### src/rtl/hmc_port_arbiter_if.sv
// hmc_port_arbiter_if: engine requests, HMC command/write-data FIFO write side and read responses.
// slave is the arbiter's view; master is the engines/FIFO-wrapper view.
interface hmc_port_arbiter_if #(
    parameter int NUM_REQ    = 4,
    parameter int ID_WIDTH   = 2,
    parameter int TAG_WIDTH  = 6,
    parameter int ADDR_WIDTH = 34,
    parameter int SIZE_WIDTH = 4,
    parameter int DATA_WIDTH = 128
);
    localparam int LTAG_WIDTH = TAG_WIDTH - ID_WIDTH;
    logic [NUM_REQ-1:0]                  req_valid;
    logic [NUM_REQ-1:0]                  req_ready;
    logic [4*NUM_REQ-1:0]                req_cmd;
    logic [ADDR_WIDTH*NUM_REQ-1:0]       req_addr;
    logic [SIZE_WIDTH*NUM_REQ-1:0]       req_size;
    logic [LTAG_WIDTH*NUM_REQ-1:0]       req_ltag;
    logic [DATA_WIDTH*NUM_REQ-1:0]       req_wdata;
    logic                                cmd_full;
    logic                                data_full;
    logic                                wr_en_cmd;
    logic                                wr_en_data;
    logic [3:0]                          cmd_out;
    logic [ADDR_WIDTH-1:0]               addr_out;
    logic [SIZE_WIDTH-1:0]               size_out;
    logic [TAG_WIDTH-1:0]                tag_out;
    logic [DATA_WIDTH-1:0]               data_out;
    logic [DATA_WIDTH-1:0]               rd_data;
    logic [TAG_WIDTH-1:0]                rd_data_tag;
    logic                                rd_data_valid;
    logic [NUM_REQ-1:0]                  rsp_valid;
    logic [DATA_WIDTH-1:0]               rsp_data;
    logic [LTAG_WIDTH-1:0]               rsp_ltag;
    logic [(LTAG_WIDTH+1)*NUM_REQ-1:0]   outstanding;
    logic                                idle;
    logic                                err_tag;
    modport slave (
        input  req_valid, req_cmd, req_addr, req_size, req_ltag, req_wdata,
               cmd_full, data_full, rd_data, rd_data_tag, rd_data_valid,
        output req_ready, wr_en_cmd, wr_en_data, cmd_out, addr_out, size_out, tag_out,
               data_out, rsp_valid, rsp_data, rsp_ltag, outstanding, idle, err_tag
    );
    modport master (
        output req_valid, req_cmd, req_addr, req_size, req_ltag, req_wdata,
               cmd_full, data_full, rd_data, rd_data_tag, rd_data_valid,
        input  req_ready, wr_en_cmd, wr_en_data, cmd_out, addr_out, size_out, tag_out,
               data_out, rsp_valid, rsp_data, rsp_ltag, outstanding, idle, err_tag
    );
endinterface

### src/rtl/hmc_port_arbiter.sv
// hmc_port_arbiter: round-robin sharing of the HMC command/write-data FIFOs among NUM_REQ engines,
// with per-engine outstanding-read throttling and tag-based read-response routing.
module hmc_port_arbiter #(
    parameter int         NUM_REQ    = 4,
    parameter int         ID_WIDTH   = 2,
    parameter int         TAG_WIDTH  = 6,
    parameter int         ADDR_WIDTH = 34,
    parameter int         SIZE_WIDTH = 4,
    parameter int         DATA_WIDTH = 128,
    parameter int         MAX_OUT    = 16,
    parameter logic [3:0] HMC_CMD_RD = 4'b0110
) (
    input logic                rx_clk,
    input logic                rst,
    hmc_port_arbiter_if.slave  bus
);
    localparam int                  LTAG_WIDTH = TAG_WIDTH - ID_WIDTH;
    localparam int                  CW         = LTAG_WIDTH + 1;
    localparam logic [CW-1:0]       MAX_C      = CW'(MAX_OUT);
    localparam logic [ID_WIDTH:0]   NREQ_C     = (ID_WIDTH+1)'(NUM_REQ);
    localparam logic [ID_WIDTH-1:0] LAST_ID    = ID_WIDTH'(NUM_REQ-1);

    logic [ID_WIDTH-1:0]             ptr_q, ptr_d, gnt_id, hi_id, lo_id, rsp_id;
    logic                            gnt_v, hi_v, lo_v, gnt_rd, rsp_ok;
    logic [NUM_REQ-1:0]              elig, inc, dec, under;
    logic [NUM_REQ-1:0][CW-1:0]      cnt_q, cnt_d;
    logic                            wr_en_cmd_q, wr_en_data_q, idle_q, err_q;
    logic [3:0]                      cmd_q;
    logic [ADDR_WIDTH-1:0]           addr_q;
    logic [SIZE_WIDTH-1:0]           size_q;
    logic [TAG_WIDTH-1:0]            tag_q;
    logic [DATA_WIDTH-1:0]           data_q, rsp_data_q;
    logic [NUM_REQ-1:0]              rsp_valid_q;
    logic [LTAG_WIDTH-1:0]           rsp_ltag_q;

    assign rsp_id = bus.rd_data_tag[TAG_WIDTH-1 -: ID_WIDTH];
    assign rsp_ok = bus.rd_data_valid && ({1'b0, rsp_id} < NREQ_C);

    // Reads are throttled by outstanding count; everything else carries write data.
    for (genvar i = 0; i < NUM_REQ; i++) begin : g_req
        assign elig[i]  = !rst && bus.req_valid[i] && !bus.cmd_full &&
                          ((bus.req_cmd[4*i +: 4] == HMC_CMD_RD) ? (cnt_q[i] < MAX_C) : !bus.data_full);
        assign inc[i]   = gnt_v && gnt_rd && (gnt_id == ID_WIDTH'(i));
        assign dec[i]   = rsp_ok && (rsp_id == ID_WIDTH'(i));
        assign under[i] = dec[i] && !inc[i] && (cnt_q[i] == '0);
        assign cnt_d[i] = (inc[i] && !dec[i]) ? cnt_q[i] + 1'b1 :
                          (dec[i] && !inc[i] && cnt_q[i] != '0) ? cnt_q[i] - 1'b1 : cnt_q[i];
    end

    // Lowest eligible at or above the pointer wins, else lowest eligible overall (wrap).
    always_comb begin
        hi_v  = 1'b0;
        lo_v  = 1'b0;
        hi_id = '0;
        lo_id = '0;
        for (int j = NUM_REQ - 1; j >= 0; j--) begin
            if (elig[j]) begin
                lo_v  = 1'b1;
                lo_id = ID_WIDTH'(j);
                if (j >= int'(ptr_q)) begin
                    hi_v  = 1'b1;
                    hi_id = ID_WIDTH'(j);
                end
            end
        end
    end

    assign gnt_v         = lo_v;
    assign gnt_id        = hi_v ? hi_id : lo_id;
    assign gnt_rd        = bus.req_cmd[4*gnt_id +: 4] == HMC_CMD_RD;
    assign ptr_d         = gnt_v ? ((gnt_id == LAST_ID) ? '0 : gnt_id + 1'b1) : ptr_q;
    assign bus.req_ready = gnt_v ? NUM_REQ'(1) << gnt_id : '0;

    always_ff @(posedge rx_clk) begin
        if (rst) begin
            ptr_q        <= '0;
            cnt_q        <= '0;
            wr_en_cmd_q  <= 1'b0;
            wr_en_data_q <= 1'b0;
            cmd_q        <= '0;
            addr_q       <= '0;
            size_q       <= '0;
            tag_q        <= '0;
            data_q       <= '0;
            rsp_valid_q  <= '0;
            rsp_data_q   <= '0;
            rsp_ltag_q   <= '0;
            err_q        <= 1'b0;
            idle_q       <= 1'b1;
        end else begin
            ptr_q        <= ptr_d;
            cnt_q        <= cnt_d;
            wr_en_cmd_q  <= gnt_v;
            wr_en_data_q <= gnt_v && !gnt_rd;
            if (gnt_v) begin
                cmd_q  <= bus.req_cmd[4*gnt_id +: 4];
                addr_q <= bus.req_addr[ADDR_WIDTH*gnt_id +: ADDR_WIDTH];
                size_q <= bus.req_size[SIZE_WIDTH*gnt_id +: SIZE_WIDTH];
                tag_q  <= {gnt_id, bus.req_ltag[LTAG_WIDTH*gnt_id +: LTAG_WIDTH]};
            end
            if (gnt_v && !gnt_rd)
                data_q <= bus.req_wdata[DATA_WIDTH*gnt_id +: DATA_WIDTH];
            rsp_valid_q <= rsp_ok ? NUM_REQ'(1) << rsp_id : '0;
            if (rsp_ok) begin
                rsp_data_q <= bus.rd_data;
                rsp_ltag_q <= bus.rd_data_tag[LTAG_WIDTH-1:0];
            end
            err_q  <= err_q || (bus.rd_data_valid && !rsp_ok) || (|under);
            idle_q <= (cnt_d == '0) && !gnt_v;
        end
    end

    assign bus.wr_en_cmd   = wr_en_cmd_q;
    assign bus.wr_en_data  = wr_en_data_q;
    assign bus.cmd_out     = cmd_q;
    assign bus.addr_out    = addr_q;
    assign bus.size_out    = size_q;
    assign bus.tag_out     = tag_q;
    assign bus.data_out    = data_q;
    assign bus.rsp_valid   = rsp_valid_q;
    assign bus.rsp_data    = rsp_data_q;
    assign bus.rsp_ltag    = rsp_ltag_q;
    assign bus.outstanding = cnt_q;
    assign bus.idle        = idle_q;
    assign bus.err_tag     = err_q;
endmodule
### src/flat_wrapper.sv
// flat-port wrapper written by rule: the top's interface ports become plain ports
module hmc_port_arbiter_flat 
#(
    parameter int         NUM_REQ    = 4,
    parameter int         ID_WIDTH   = 2,
    parameter int         TAG_WIDTH  = 6,
    parameter int         ADDR_WIDTH = 34,
    parameter int         SIZE_WIDTH = 4,
    parameter int         DATA_WIDTH = 128,
    parameter int         MAX_OUT    = 16,
    parameter logic [3:0] HMC_CMD_RD = 4'b0110
)
  (rx_clk, rst, bus_req_valid, bus_req_cmd, bus_req_addr, bus_req_size, bus_req_ltag, bus_req_wdata, bus_cmd_full, bus_data_full, bus_rd_data, bus_rd_data_tag, bus_rd_data_valid, bus_req_ready, bus_wr_en_cmd, bus_wr_en_data, bus_cmd_out, bus_addr_out, bus_size_out, bus_tag_out, bus_data_out, bus_rsp_valid, bus_rsp_data, bus_rsp_ltag, bus_outstanding, bus_idle, bus_err_tag);
  hmc_port_arbiter_if #(.NUM_REQ(NUM_REQ), .ID_WIDTH(ID_WIDTH), .TAG_WIDTH(TAG_WIDTH), .ADDR_WIDTH(ADDR_WIDTH), .SIZE_WIDTH(SIZE_WIDTH), .DATA_WIDTH(DATA_WIDTH)) bus_i ();
  input logic rx_clk;
  input logic rst;
  input wire logic [$bits(bus_i.req_valid)-1:0] bus_req_valid;
  input wire logic [$bits(bus_i.req_cmd)-1:0] bus_req_cmd;
  input wire logic [$bits(bus_i.req_addr)-1:0] bus_req_addr;
  input wire logic [$bits(bus_i.req_size)-1:0] bus_req_size;
  input wire logic [$bits(bus_i.req_ltag)-1:0] bus_req_ltag;
  input wire logic [$bits(bus_i.req_wdata)-1:0] bus_req_wdata;
  input wire logic [$bits(bus_i.cmd_full)-1:0] bus_cmd_full;
  input wire logic [$bits(bus_i.data_full)-1:0] bus_data_full;
  input wire logic [$bits(bus_i.rd_data)-1:0] bus_rd_data;
  input wire logic [$bits(bus_i.rd_data_tag)-1:0] bus_rd_data_tag;
  input wire logic [$bits(bus_i.rd_data_valid)-1:0] bus_rd_data_valid;
  output wire logic [$bits(bus_i.req_ready)-1:0] bus_req_ready;
  output wire logic [$bits(bus_i.wr_en_cmd)-1:0] bus_wr_en_cmd;
  output wire logic [$bits(bus_i.wr_en_data)-1:0] bus_wr_en_data;
  output wire logic [$bits(bus_i.cmd_out)-1:0] bus_cmd_out;
  output wire logic [$bits(bus_i.addr_out)-1:0] bus_addr_out;
  output wire logic [$bits(bus_i.size_out)-1:0] bus_size_out;
  output wire logic [$bits(bus_i.tag_out)-1:0] bus_tag_out;
  output wire logic [$bits(bus_i.data_out)-1:0] bus_data_out;
  output wire logic [$bits(bus_i.rsp_valid)-1:0] bus_rsp_valid;
  output wire logic [$bits(bus_i.rsp_data)-1:0] bus_rsp_data;
  output wire logic [$bits(bus_i.rsp_ltag)-1:0] bus_rsp_ltag;
  output wire logic [$bits(bus_i.outstanding)-1:0] bus_outstanding;
  output wire logic [$bits(bus_i.idle)-1:0] bus_idle;
  output wire logic [$bits(bus_i.err_tag)-1:0] bus_err_tag;
  assign bus_i.req_valid = bus_req_valid;
  assign bus_i.req_cmd = bus_req_cmd;
  assign bus_i.req_addr = bus_req_addr;
  assign bus_i.req_size = bus_req_size;
  assign bus_i.req_ltag = bus_req_ltag;
  assign bus_i.req_wdata = bus_req_wdata;
  assign bus_i.cmd_full = bus_cmd_full;
  assign bus_i.data_full = bus_data_full;
  assign bus_i.rd_data = bus_rd_data;
  assign bus_i.rd_data_tag = bus_rd_data_tag;
  assign bus_i.rd_data_valid = bus_rd_data_valid;
  assign bus_req_ready = bus_i.req_ready;
  assign bus_wr_en_cmd = bus_i.wr_en_cmd;
  assign bus_wr_en_data = bus_i.wr_en_data;
  assign bus_cmd_out = bus_i.cmd_out;
  assign bus_addr_out = bus_i.addr_out;
  assign bus_size_out = bus_i.size_out;
  assign bus_tag_out = bus_i.tag_out;
  assign bus_data_out = bus_i.data_out;
  assign bus_rsp_valid = bus_i.rsp_valid;
  assign bus_rsp_data = bus_i.rsp_data;
  assign bus_rsp_ltag = bus_i.rsp_ltag;
  assign bus_outstanding = bus_i.outstanding;
  assign bus_idle = bus_i.idle;
  assign bus_err_tag = bus_i.err_tag;
  hmc_port_arbiter #(.NUM_REQ(NUM_REQ), .ID_WIDTH(ID_WIDTH), .TAG_WIDTH(TAG_WIDTH), .ADDR_WIDTH(ADDR_WIDTH), .SIZE_WIDTH(SIZE_WIDTH), .DATA_WIDTH(DATA_WIDTH), .MAX_OUT(MAX_OUT), .HMC_CMD_RD(HMC_CMD_RD)) u_core (.rx_clk(rx_clk), .rst(rst), .bus(bus_i));
endmodule
### config.mk
export PLATFORM = sky130hd
export DESIGN_NAME = hmc_port_arbiter_flat
export DESIGN_NICKNAME = d
export VERILOG_FILES = /design/src/rtl/hmc_port_arbiter_if.sv /design/src/rtl/hmc_port_arbiter.sv /design/src/flat_wrapper.sv
export SDC_FILE = /design/constraint.sdc
export NUM_CORES = 1
export LEC_CHECK = 0
export ABC_CLOCK_PERIOD_IN_PS = 12900
export CORE_AREA = 2 2 460 462
export CTS_CLUSTER_DIAMETER = 60
export DETAILED_ROUTE_END_ITERATION = 12
export DIE_AREA = 0 0 462 464
export HOLD_SLACK_MARGIN = 0.15
export PLACE_DENSITY_LB_ADDON = 0.3
export SLEW_MARGIN = 20
export SYNTH_ARGS = -nofsm -noshare
export SYNTH_HDL_FRONTEND = slang
export SYNTH_SLANG_ARGS = --single-unit
### constraint.sdc
create_clock -name rx_clk -period 12.9 [get_ports rx_clk]
set_clock_uncertainty 0.1 [all_clocks]
set_input_delay 1.935 -clock rx_clk [delete_from_list [all_inputs] [get_ports rx_clk]]
set_output_delay 1.935 -clock rx_clk [all_outputs]
set_load 0.05 [all_outputs]
==> Yosys cells after proc, flatten, opt, wreduce, memory -nomap -nowiden <==
Cells that the tools add are included.
{ "totals": {"reg_bits": 338, "out_inout_bits": 340, "elab_cells": 154} }
{ "op_classes": {"add_sub_neg": 9, "mul": 1, "magnitude_cmp": 7, "n_eq_ne": 11, "shift": 7, "muxes": 35, "n_bitwise": 1, "reduce_logical": 66} }
{ "ops": {"columns": ["cell", "count"], "rows": [
  ["indexed part select 512 x 10 -> 128 bit", 1],
  ["indexed part select 136 x 9 -> 34 bit", 1],
  ["indexed part select 16 x 5 -> 4 bit", 3],
  ["two-way mux 5 bit", 8],
  ["logical AND 1 bit", 39],
  ["two-way mux 2 bit", 12],
  ["adder 5 x 1 -> 5 bit (second input constant)", 4],
  ["== test 4 x 3 -> 1 bit (second input constant)", 5],
  ["logical NOT 20 bit", 1],
  ["logical NOT 5 bit", 4],
  ["< comparator 5 bit (second input constant)", 4],
  ["nonzero test 5 bit", 4],
  ["subtractor 5 x 1 -> 5 bit (second input constant)", 4],
  ["two-way mux 1 bit", 14],
  ["logical NOT 1 bit", 13],
  ["== test 2 bit (second input constant)", 4],
  ["<< shifter 1 x 2 -> 4 bit (first input constant)", 2],
  ["multiplier 5 x 2 -> 7 bit (first input constant)", 1],
  ["== test 2 x 1 -> 1 bit (second input constant)", 2],
  ["greater-or-equal comparator 1 x 2 -> 1 bit (first input constant)", 2],
  ["logical NOT 2 bit", 2],
  ["two-way mux 4 bit", 1],
  ["OR reduction 4 bit", 1],
  ["adder 2 x 1 -> 2 bit (second input constant)", 1],
  ["4 further kinds", 4]
]} }

==> Logic depth before layout (Yosys ltp) <==
{ "logic_depth": {"word_depth": 23, "mapped_depth": 17, "mapped_depth_nobuf": 14} }

==> Worst setup path after synthesis <==
Ideal clock, no wire load.
{ "synth_timing": {"kind": "input-to-output", "start": "input bus_req_cmd[4]", "end": "output bus_req_ready[0]", "arrival_ps": 4507, "slack_ps": 6358, "cell_stages": 11, "path_buffers": 3, "cell_sequence": "and4bb_1 > mux2_2 > o21ai_1 > o22ai_2 > inv_2 > buf_4 > clkbuf_1 > buf_1 > ha_1 > nand2_1 > inv_1"} }
{ "synth_via": {"elab_chain_cells": 9, "word_cells_on_any_way": 16, "cone_classes": "eq/ne: 1; shift: 1; mux: 13; reduce/logical: 1"} }
{ "synth_lines": {"columns": ["element", "line", "text"], "rows": [
  ["from (decl)", "flat_wrapper.sv:18", "input wire logic [$bits(bus_i.req_cmd)-1:0] bus_req_cmd;"],
  ["== test 4 x 3 -> 1 bit *", "hmc_port_arbiter.sv:42", "((bus.req_cmd[4*i +: 4] == HMC_CMD_RD) ? (cnt_q[i] < MAX_C) : !bus.data_full);"],
  ["two-way mux 1 bit *", "hmc_port_arbiter.sv:42", null],
  ["logical AND 1 bit *", "hmc_port_arbiter.sv:41", "assign elig[i] = !rst && bus.req_valid[i] && !bus.cmd_full &&"],
  ["two-way mux 2 bit / two-way mux 1 bit (equally long branches)", "hmc_port_arbiter.sv:57", "if (elig[j]) begin"],
  ["two-way mux 2 bit / two-way mux 1 bit (equally long branches)", "hmc_port_arbiter.sv:60", "if (j >= int'(ptr_q)) begin"],
  ["two-way mux 2 bit / two-way mux 1 bit (equally long branches)", "hmc_port_arbiter.sv:57", null],
  ["two-way mux 2 bit", "hmc_port_arbiter.sv:69", "assign gnt_id = hi_v ? hi_id : lo_id;"],
  ["<< shifter 1 x 2 -> 4 bit", "hmc_port_arbiter.sv:72", "assign bus.req_ready = gnt_v ? NUM_REQ'(1) << gnt_id : '0;"],
  ["two-way mux 4 bit *", "hmc_port_arbiter.sv:72", null],
  ["to (decl)", "flat_wrapper.sv:28", "output wire logic [$bits(bus_i.req_ready)-1:0] bus_req_ready;"]
]} }
Mark *: on every way between the ends. The rest lies on a longest branch, timed or not.

==> Worst setup path after layout <==
{ "layout_timing": {"start": "input bus_req_cmd[8]", "end": "output bus_req_ready[3]"} }
{ "layout_via": {"elab_chain_cells": 11, "word_cells_on_any_way": 22, "cone_classes": "eq/ne: 1; shift: 1; mux: 19; reduce/logical: 1"} }
{ "layout_lines": {"columns": ["element", "line"], "rows": [
  ["== test 4 x 3 -> 1 bit *", "hmc_port_arbiter.sv:42"],
  ["two-way mux 1 bit *", "hmc_port_arbiter.sv:42"],
  ["logical AND 1 bit *", "hmc_port_arbiter.sv:41"],
  ["two-way mux 2 bit / two-way mux 1 bit (equally long branches)", "hmc_port_arbiter.sv:57"],
  ["two-way mux 2 bit / two-way mux 1 bit (equally long branches)", "hmc_port_arbiter.sv:60"],
  ["two-way mux 2 bit / two-way mux 1 bit (equally long branches)", "hmc_port_arbiter.sv:57"],
  ["two-way mux 2 bit / two-way mux 1 bit (equally long branches)", "hmc_port_arbiter.sv:60"],
  ["two-way mux 2 bit / two-way mux 1 bit (equally long branches)", "hmc_port_arbiter.sv:57"],
  ["two-way mux 2 bit", "hmc_port_arbiter.sv:69"],
  ["<< shifter 1 x 2 -> 4 bit", "hmc_port_arbiter.sv:72"],
  ["two-way mux 4 bit *", "hmc_port_arbiter.sv:72"]
]} }
Marks and branches as above.

==> results by group <==
GRT
  • Vias in the first global route: 22500
  • First-pass GRT wire length: 211000 µm
  • Initial antenna violation count: 102
  • Largest net degree at the start of global routing: between 100 and 150
  • Gr ovfl total: 0
  • GRT Total Usage: 0.145

Hold path
  • HP Class: reg2reg

Place
  • Detailed placement HPWL: about 130000 µm
  • PortBufs: 1178
  • Pre-CTS setup slack: 4.63 ns
  • Gpl congestion: 0.922

Setup path
  • CP max stage delay: 0.76 ns
  • CP cell instances: clkdlybuf4s50_1 -> and4bb_1 -> mux2i_1 -> o21ai_0 -> o22ai_4 -> buf_4 -> inv_8 -> ha_1 -> nand2_1 -> inv_1 -> clkdlybuf4s50_1
  • Crit path DAT: 6.27 ns
  • CP Class: in2out
  • Crit Path Max Fanout: between 80 and 90
  • CP endpoint kind: output port
  • Slowest CP cell: clkdlybuf4s50_1
  • Most used cell, CP: clkdlybuf4s50_1
  • Reg2Reg Setup Slack: 7.27 ns
  • CP bufs+invs: 5
  • Crit path max-delay family: buffers and inverters
  • Worst setup SP type: primary input
  • Critical Path RT: between 10 and 15 ns

CTS
  • Post-CTS setup buffer count: 0
  • Reg clk slew, reported paths: 0.04 ns
  • CTS resizes: 0
  • TritonCTS Buffers: 67
  • H-tree Lvls: 3
  • Clock sink count: 338
  • Clock Tree Buf Depth: 3
  • Skew-Pair Late Insertion Delay: 0.65 ns
  • Root buf cell: clkbuf_16
  • Hold-fix buffers, CTS: 0
  • CTS tree: yes

Logic synthesis
  • Top_reg_cell synth: dfxtp_1
  • Mux share of post-synthesis cell area: 0.0833
  • Post-synth EDFFs: 0
  • Compound-gate portion of the synthesized area: 0.0999
  • Main combinational cell family by area after synthesis: simple AND/OR/NAND/NOR gates
  • Async set-reset flop share out of synthesis: 0
  • Syn Inst Count: ~2600
  • Avg Cell Area, Syn: 6.92 µm²
  • Sequential element share of the synthesized area: 0.377
  • Post-Synth XOR/XNOR Area: 0.00488
  • Synth Area in Simple Gates: 0.377
  • Synth Net Count: 3447
  • Flops & latches, synth: approximately 340
  • Yosys cell types: 62
  • Adder-Cell Fraction of Synth Area: 0.00836
  • Cell Area, Synth: 0.0180 mm²
  • Ys Warns: 0

Cells and area
  • Most common cell after layout, fill and taps aside: clkdlybuf4s50_1
  • Highest-count cells in the layout ignoring fill and taps: 1172 x clkdlybuf4s50_1, 844 x nand2_1, 391 x nand3_1, 338 x dfxtp_1, 208 x nor2_1
  • Fill cells: 23900
  • Nets@finish: 4506
  • Layout area overhead: 95.8%
  • Ratio of cells with drive above 1 in the final layout: 0.0458

Route
  • Final wirelength: ~160000 µm
  • DRT antenna net count: 0
  • DRC: 0
  • DRT iter0 DRCs: 1465
  • First-pass DRT Iterations: 5
  • Via count: 23200
  • Via density: 3.55
  • Routed length per instance: 25.0 µm

Power and ir drop
  • Sw Ratio: 0.355
  • Power Total: 4.30 mW
  • Psw: 1.53 mW
  • Peak supply drop: 0.0853 mV
  • Share of total power in combinational logic: 0.284
  • Power Density: 122 mW/mm²
  • Flop pwr share: 0.271
  • Leakage: 13.0 nW
  • Int Pwr: 2.78 mW
  • Clock network power share: 0.446

Job
  • MaxCap Viol Count: 0

Die
  • Num rows: 168
  • Core Footprint: 0.209 mm²
  • Initial core utilization: 0.0858
  • I/O Pins: 1179
  • Die Y: approximately 460 µm
  • Die footprint: 0.214 mm²
  • Die width: 462 µm

Timing
  • Final period util: 0.644
  • Finish-stage setup viols: 0
  • Final Critical Period: just over 8 ns
  • Slew headroom: 0.304
  • Final worst setup slack: 4.60 ns
  • FMAX: between 100 and 150 MHz
  • Final hold violations: 0
  • Post-Route Setup TNS: 0 ns
  • Pin slew with the least headroom to its limit: 1.04 ns
  • RSZ-0062 raised after global routing: false
  • Slew Viols, Final: 0

Run status
  • Status: finished clean
-- cell type report --
cell class	count	area (µm²)	area share
repair buffers	1203	12000	0.341
multi-input cells	2025	10300	0.294
flip-flops and latches	338	6770	0.192
well taps	2805	3510	0.0998
clock buffers	81	1800	0.0512
clock inverters	41	592	0.0168
inverters	20	95.1	0.00271
diodes	26	65.1	0.00185
-- per-layer routing --
layer,wire length (µm),global-route usage
met5,451,0
met2,75100,0.239
met4,3910,0.0315
met3,18100,0.0670
met1,65800,0.171
-- state kept, by name, indices dropped and copies added (netlist names) --
register,count
u_core.bus.addr_out,34
u_core.bus.size_out,4
u_core.bus.rsp_data,128
u_core.bus.err_tag,1
u_core.bus.data_out,128
u_core.bus.wr_en_cmd,1
u_core.bus.idle,1
u_core.bus.rsp_ltag,4
u_core.bus.rsp_valid,4
u_core.bus.cmd_out,4
u_core.bus.outstanding,20
u_core.bus.wr_en_data,1
u_core.ptr_q,2
u_core.bus.tag_out,6
-- kinds of logic after synthesis --
kind of cell               Yosys count
buffers and inverters              233
xor gates and xnor gates            10
and+or+nand+nor                   1563
DFF                                338
muxes                              149
AOI/OAI and AO/OA                  291
adders and majority gates           12
-- power groups by stage --
stage | logic, mW | clock network, mW | registers [mW]
after CTS | 1.25 | 2.00 | 1.16
after global placement | 1.24 | 0 | 1.18
after floorplan | 0.333 | 0 | 1.43
after global routing | 1.30 | 2.03 | 1.17
after detailed placement | 1.24 | 0 | 1.18
final | 1.22 | 1.92 | 1.16
-- worst paths after layout --
check,endpoint,depth (start not counted),from
max,bus_req_ready[3],11,bus_req_cmd[8]
min,u_core.bus.data_out[124],2,u_core.bus.data_out[124]
max reg2reg,u_core.bus.data_out[45],12,u_core.bus.outstanding[14]
min reg2reg,u_core.bus.data_out[124],2,u_core.bus.data_out[124]
-- worst min-delay path, stage by stage (launching register included) --
cell and delay, ns:
dfxtp_1 0.30, nand2_1 0.05, a21oi_1 0.05
-- synthesized netlist by cell type (all sizes together) (4+ instances only) --
cell,number,area share
o22ai,7,0.0035
a31oi,4,0.0014
a311oi,47,0.023
inv,20,0.0042
nand2,844,0.18
and2,12,0.0042
nor3,15,0.0048
and3,49,0.017
o21ai,12,0.0033
clkbuf,182,0.038
nand4,11,0.0038
mux2i,146,0.081
nor4b,11,0.0075
nor2,208,0.043
nand3,393,0.11
buf,31,0.0077
ha,12,0.0084
and4bb,4,0.0028
a21oi,191,0.053
xnor2,9,0.0044
dfxtp,338,0.38
-- metrics by stage --
stage                     cells  utilization  hold WS [ns]  instance area (µm²)
after CTS                  6513        0.168         0.354                35100
after detailed placement   6391        0.156         0.347                32700
after global placement     6391        0.156         0.343                32700
after floorplan            2596            -         0.380                18000
final                      6539        0.168         0.351                35200
after global routing       6514        0.168         0.369                35100
(Power assumes the default switching activity.)
